## src/rtl/uart_wb_arbiter.sv

```systemverilog
// uart_wb_arbiter: round-robin sharing of the UART bus slave port between NM requesters, with transfer timeout
module uart_wb_arbiter #(
  parameter int NM = 2,
  parameter int TIMEOUT = 64
) (
  input  logic              clk,
  input  logic              reset,
  input  logic [NM-1:0]     m_stb,
  input  logic [NM-1:0]     m_we,
  input  logic [2*NM-1:0]   m_addr,
  input  logic [8*NM-1:0]   m_wdata,
  output logic [NM-1:0]     m_ack,
  output logic [NM-1:0]     m_err,
  output logic [7:0]        m_rdata,
  output logic [1:0]        s_addr,
  output logic [7:0]        s_wdata,
  output logic              s_we,
  output logic              s_stb,
  output logic              s_clk,
  input  logic [7:0]        s_rdata,
  input  logic              s_ack,
  output logic              busy
);
  localparam int PW = NM > 1 ? $clog2(NM) : 1;
  localparam int CW = $clog2(TIMEOUT);
  typedef enum logic [1:0] {IDLE, ISSUE, RELEASE} state_t;
  state_t state, state_n;
  logic [PW-1:0] ptr, ptr_n, g, g_n, pick, idx;
  logic found;
  logic [CW-1:0] cnt, cnt_n;
  logic [1:0] s_addr_n;
  logic [7:0] s_wdata_n, m_rdata_n;
  logic s_we_n, s_stb_n, s_clk_n;
  logic [NM-1:0] m_ack_n, m_err_n;
  logic [1:0] addr_a [NM];
  logic [7:0] data_a [NM];
  for (genvar k = 0; k < NM; k++) begin : g_split
    assign addr_a[k] = m_addr[2*k +: 2];
    assign data_a[k] = m_wdata[8*k +: 8];
  end
  // first requesting index after the last grant, wrapping around
  always_comb begin
    pick = ptr;
    found = 1'b0;
    idx = ptr;
    for (int i = 1; i <= NM; i++) begin
      idx = PW'((int'(ptr) + i) % NM);
      if (!found && m_stb[idx]) begin
        pick = idx;
        found = 1'b1;
      end
    end
  end
  // next-state and registered-output values for one handshake at a time
  always_comb begin
    state_n = state;
    ptr_n = ptr;
    g_n = g;
    cnt_n = cnt;
    s_addr_n = s_addr;
    s_wdata_n = s_wdata;
    s_we_n = s_we;
    s_stb_n = s_stb;
    s_clk_n = s_clk;
    m_ack_n = '0;
    m_err_n = '0;
    m_rdata_n = m_rdata;
    case (state)
      IDLE: if (found) begin
        g_n = pick;
        s_addr_n = addr_a[pick];
        s_wdata_n = data_a[pick];
        s_we_n = m_we[pick];
        s_stb_n = 1'b1;
        s_clk_n = 1'b1;
        cnt_n = '0;
        state_n = ISSUE;
      end
      ISSUE: begin
        cnt_n = cnt + 1'b1;
        if (s_ack) begin
          m_rdata_n = s_rdata;
          m_ack_n[g] = 1'b1;
          s_stb_n = 1'b0;
          s_clk_n = 1'b0;
          state_n = RELEASE;
        end else if (cnt == CW'(TIMEOUT - 1)) begin
          m_ack_n[g] = 1'b1;
          m_err_n[g] = 1'b1;
          s_stb_n = 1'b0;
          s_clk_n = 1'b0;
          state_n = RELEASE;
        end
      end
      RELEASE: if (!s_ack) begin
        ptr_n = g;
        state_n = IDLE;
      end
      default: state_n = IDLE;
    endcase
  end
  // state and output registers; reset parks the pointer so requester 0 wins first
  always_ff @(posedge clk or posedge reset) begin
    if (reset) begin
      state <= IDLE;
      ptr <= PW'(NM - 1);
      g <= '0;
      cnt <= '0;
      s_addr <= '0;
      s_wdata <= '0;
      s_we <= 1'b0;
      s_stb <= 1'b0;
      s_clk <= 1'b0;
      m_ack <= '0;
      m_err <= '0;
      m_rdata <= '0;
      busy <= 1'b0;
    end else begin
      state <= state_n;
      ptr <= ptr_n;
      g <= g_n;
      cnt <= cnt_n;
      s_addr <= s_addr_n;
      s_wdata <= s_wdata_n;
      s_we <= s_we_n;
      s_stb <= s_stb_n;
      s_clk <= s_clk_n;
      m_ack <= m_ack_n;
      m_err <= m_err_n;
      m_rdata <= m_rdata_n;
      busy <= state_n != IDLE;
    end
  end
endmodule

```

## config.mk

```make
export PLATFORM = sky130hd
export DESIGN_NAME = uart_wb_arbiter
export DESIGN_NICKNAME = d
export VERILOG_FILES = /design/src/rtl/uart_wb_arbiter.sv
export SDC_FILE = /design/constraint.sdc
export NUM_CORES = 1
export LEC_CHECK = 0
export CAP_MARGIN = 25
export CORE_ASPECT_RATIO = 0.9
export CORE_MARGIN = 2
export CORE_UTILIZATION = 61
export DETAILED_ROUTE_END_ITERATION = 8
export DONT_BUFFER_PORTS = 1
export GPL_TIMING_DRIVEN = 0
export PLACE_DENSITY = 0.82
export SLEW_MARGIN = 20
export SYNTH_ARGS = -nofsm -noshare
export SYNTH_HDL_FRONTEND = slang
export SYNTH_SLANG_ARGS = --single-unit
```

## constraint.sdc

```tcl
create_clock -name clk -period 1.6 [get_ports clk]
set_input_delay 0.32 -clock clk [delete_from_list [all_inputs] [get_ports clk]]
set_output_delay 0.32 -clock clk [all_outputs]
set_load 0.01 [all_outputs]
```

======== Yosys cells after proc, flatten, opt, wreduce, memory -nomap -nowiden ========
Cells that the tools add are included.
storage, ports and cells
  bits in registers ....................... 35
  input bits .............................. 35
  output and inout port bits .............. 26
  logic and storage cells ................. 73
operators by class
  $add $sub $neg .......................... 3
  magnitude comparators ................... 6
  eq/ne operators ......................... 5
  mux-type cells .......................... 34
  bitwise gates (word level) .............. 2
  reductions and logical operators ........ 11
operators by type and width
  operator             number
  $mux 2               12
  $mux 8               3
  $mux 1               14
  $pmux 6 s2           1
  $lt 1x2->1 const B   4
  $reduce_and 2->1     4
  $add 6x1->6 const B  1
  $eq 6x6->1 const B   1
  $mux 6               1
  $pmux 2 s3           1
  $reduce_bool 2->1    2
  $ne 3x3->1 const B   1
  $reduce_and 3->1     1
  $add 1x1->1 const B  2
  $eq 2x1->1 const B   1
  $eq 2x2->1 const B   1
  $ge 2x2->1 const B   1
  $logic_and 1x1->1    2
  $logic_not 2->1      1
  $ne 2x2->1 const B   1
  $not 1->2            1
  $pmux 1 s2           1
  $demux 1 s1          1
  $ge 1x1->1 const B   1
  other kinds (2)      2

======== Depth between registers and ports, before layout ========
  word-level depth ........................ 11
  depth in mapped cells ................... 5
  mapped depth without buffers ............ 5

======== Worst setup path before layout ========
Ideal clock, no wire load.
  path type ............................... reg2reg
  from .................................... reg cnt[0]
  to ...................................... reg s_clk
  library setup time ...................... 65 ps
  data arrival time ....................... 1225 ps
  required time ........................... 1535 ps
  setup slack ............................. 310 ps
  cell stages (with the launch flop) ...... 6
  buffers on the path ..................... 0
  clock period less this slack ............ 1290 ps
  cell sequence ........................... dfrtp_1 -> ha_1 -> nand3_1 -> nor2_1 -> o21ai_0 -> o21a_1
between the ends
  word-level cells in the longest chain between the ends .. 3
ends and longest elaborated chain
  what                               line  source
  from (decl)                        30    logic [CW-1:0] cnt, cnt_n;
  from (signal assigned)             122   cnt <= cnt_n;
  $eq 6x6->1                         87    end else if (cnt == CW'(TIMEOUT - 1)) begin
  $ne 3x3->1 (no source line)        -
  $reduce_and 3->1 (no source line)  -
  to (signal assigned)               127   s_clk <= s_clk_n;
  to (decl)                          19    output logic s_clk,
Every way passes these cells.
A chain may end at the register's enable or synchronous reset.

======== Final worst setup path ========
  from .................................... reg cnt[0]
  to ...................................... reg state[1]
between the ends
  word-level cells in the longest chain between the ends .. 4
ends and longest elaborated chain
  what                  line  source
  $eq 6x6->1            87
  $mux 2                87
  $mux 2                81    if (s_ack) begin
  $pmux 2 s3            68    case (state)
  named net state_n[1]  27    state_t state, state_n;
  to (signal assigned)  119   state <= state_n;
  to (decl)             27
The timed path passes the listed nets, and every way through them passes these cells.

==> impl_metrics.json <==
{
  "outcome": "finished clean",
  "max_freq_mhz": 692,
  "grt_max_degree": 36,
  "fin_area_mm2": 0.00168,
  "rsz0062_at_grt": "no",
  "synth.net_count": 169,
  "synth.avg_cell_area_um2": 11.5,
  "crit_type": "reg -> reg",
  "drive_gt1_share_pct": 21.8,
  "ys_seq_elements": 35,
  "routed_wl_um": 2880,
  "internal-power_w": 0.00223,
  "netlist_area_mm2": 0.00153,
  "arrival_ns": 1.66,
  "yosys.area.top_type_share_pct": 55.7,
  "track_usage_pct": 22.1,
  "synth-compound-area-share_pct": 10.2,
  "min_path_cells": 1,
  "tightest_slew_ns": 0.696,
  "grt-ovfl-total": 0,
  "ys_types": 26,
  "finalMaxSlewViolations": 0,
  "cts_max_level": 2,
  "n_antenna_cell": 0,
  "die_w_um": 56.7,
  "hold_violations": 0,
  "finalCritPeriodShare_pct": 90.3,
  "synth_top_family_by_area": "simple AND/OR/NAND/NOR gates",
  "numCtsBuffers": 5,
  "cts_root_buffer": "clkbuf_4",
  "cp_max_fo": 4,
  "max_slew_margin_pct": 53.5,
  "dieArea_mm2": 0.00292,
  "clkSlewWorstSetupHoldPaths_ns": 0.11,
  "timing.setup.tns_ns": 0,
  "portBuffers": 0,
  "p_per_area_mw_per_mm2": 2080,
  "avgRoutedWirePerCell_um": 16.9,
  "worstRegToRegCells": 5,
  "fin_skew_ns": 0.00543,
  "clkPwrFrac_pct": 22.7,
  "clock_sinks": 35,
  "synthTopCellsByCount": "34 x dfrtp_1, 24 x nand2_1, 12 x mux2i_1",
  "cp-end-kind": "flop",
  "synth_ff_type": "dfrtp_1",
  "cts_tree": "yes",
  "p_switching_w": 0.00127,
  "grt_pass1_vias": 1039,
  "netSwitchingFraction_pct": 36.3,
  "postRouteAntennaNets": 0,
  "ys_seq_area_share_pct": 57.5,
  "hold_class": "in -> reg",
  "yosysTopAreaCell": "dfrtp_1",
  "cpPeakStageDelay_ns": 0.43,
  "core_area_mm2": 0.00240,
  "gp_congestion": 0.793,
  "grt_first_pass_wirelength_um": 4690,
  "grt_antenna_before_repair": 0,
  "cp_top_family": "flip-flops",
  "dp_hpwl_um": 2090,
  "seqPwrFrac_pct": 47.5,
  "cap_violations": 0,
  "synth_warnings": 0,
  "cp_cell_sequence": "ha_1, nand3_1, nor2_1, o21ai_1, nand2_1",
  "leakage_nw": 0.771,
  "drt_iter0_drc": 15,
  "worst-path-buf-inv": 0,
  "initial_core_util_pct": 63.5,
  "synth.area.top_cells": "dfrtp_1 56%, mux2i_1 7.9%, mux2_2 5.9%",
  "row_count": 17,
  "clock_path_buffers": 2,
  "synthCells": 133,
  "setup_viol": 0,
  "pin_count": 61,
  "viasPerCell": 6.01,
  "layout_min_cycle_time_ns": 1.44,
  "first_pass_iters": 4,
  "cts_setup_buffers": 0,
  "synth_edf_count": 0,
  "async_flop_share_pct": 100,
  "area_delta_synth_final_pct": 10.2,
  "die_y_um": 51.5,
  "synth.area.mux_share_pct": 13.8,
  "nNetsFinal": 177,
  "crit_path_start_kind": "flop",
  "vdd_drop_max_uv": 1400,
  "worstPathRequired_ns": 1.82,
  "crit_slowest_cell": "dfrtp_1",
  "synth.most_common_cell": "dfrtp_1",
  "cp_num_cells": 5,
  "post_dp_cell_area_mm2": 0.00156,
  "dr_total_vias": 1022,
  "synth-xor-area-share_pct": 0,
  "synthSimpleGateAreaFrac_pct": 14.0,
  "route.detailed.drc": 0,
  "comb_power_share_pct": 29.8,
  "clock_latency_ns": 0.35,
  "fill_cells": 188,
  "synthAdderAreaFrac_pct": 0.820
}
## sequential cells by signal, summed over array words and instances (netlist names)
signal / flops
g: 1
s_wdata: 8
m_ack: 2
s_addr: 2
m_err: 2
m_rdata: 8
ptr: 1
busy: 1
state: 2
s_clk: 1
cnt: 6
s_we: 1
## power groups by stage
| stage | logic (W) | clock network, W | registers (W) |
|---|---|---|---|
| final | 0.00104 | 0.000795 | 0.00166 |
| after floorplan | 0.000874 | 0 | 0.00160 |
| after global routing | 0.00119 | 0.000833 | 0.00171 |
| after CTS | 0.00105 | 0.000806 | 0.00166 |
| after detailed placement | 0.00105 | 0 | 0.00168 |
| after global placement | 0.000983 | 0 | 0.00166 |
## final timing paths
kind,endpoint,slack (ns),start
max,state[1]$_DFF_PP0_,0.16,cnt[0]$_DFFE_PP0P_
min,m_err[0]$_DFF_PP0_,0.03,s_ack
max reg2reg,state[1]$_DFF_PP0_,0.16,cnt[0]$_DFFE_PP0P_
min reg2reg,cnt[5]$_DFFE_PP0P_,0.48,cnt[5]$_DFFE_PP0P_
max in group asynchronous,m_ack[0]$_DFF_PP0_,0.62,reset
min in group asynchronous,s_wdata[0]$_DFFE_PP0P_,0.53,reset
## metrics by stage
stage / util (%) / hold WS, ns / total power, W / worst slack [ns] / std cells
2_1_floorplan: - / 0.391 / 0.00248 / 0.310 / 133
3_3_place_gp: 65.0 / 0.400 / 0.00265 / 0.147 / 161
3_5_place_dp: 65.0 / 0.354 / 0.00273 / 0.143 / 161
4_1_cts: 69.8 / 0.0238 / 0.00352 / 0.0515 / 170
5_1_grt: 70.0 / 0.0287 / 0.00374 / 0.0351 / 170
6_report: 70.0 / 0.0304 / 0.00350 / 0.156 / 170
## metal layers
layer	vias up	wire length, um	global-route usage, %
li1	481	-	-
met1	482	1080	24.7
met2	48	1450	35.7
met3	11	218	6.58
met4	0	122	17.1
met5	-	0	0
## cells by family after synthesis
family / Yosys count
buffers and inverters: 8
DFF: 35
muxes: 20
and+or+nand+nor: 42
adders and majority gates: 1
AOI/OAI and AO/OA: 27
## area by class of cell
| type | count | area [um2] | share of cell area, % |
|---|---|---|---|
| Tap cell | 28 | 35.0 | 2.08 |
| Multi-Input combinational cell | 90 | 599 | 35.6 |
| Inverter | 3 | 11.3 | 0.669 |
| Clock buffer | 5 | 37.5 | 2.23 |
| Clock inverter | 3 | 67.6 | 4.01 |
| Buffer | 5 | 45.0 | 2.68 |
| Sequential cell | 35 | 877 | 52.1 |
| Timing Repair Buffer | 1 | 10.0 | 0.595 |
## layout by cell type, fill, tap and decap left out, drive strengths merged, types with 5 or more instances in the layout
cell / n
mux2i: 12
dfrtp: 34
nand2: 25
mux2: 8
buf: 5
o21ai: 21
nor2: 7
clkbuf: 5
## worst register-to-register path, stage by stage (launching register included)
cell and delay, ns:
dfrtp_1 0.43, ha_1 0.24, nand3_1 0.13, nor2_1 0.10, o21ai_1 0.31, nand2_1 0.12
## what timing repair did
| item | in CTS | in global routing |
|---|---|---|
| endpoints found under the setup margin | 0 | 5 |
| hold buffers | 1 | 0 |
| hold endpoints to repair | 34 | 0 |
| gates resized for setup | 0 | 2 |
Note: power is estimated with default switching activity, not from simulation.
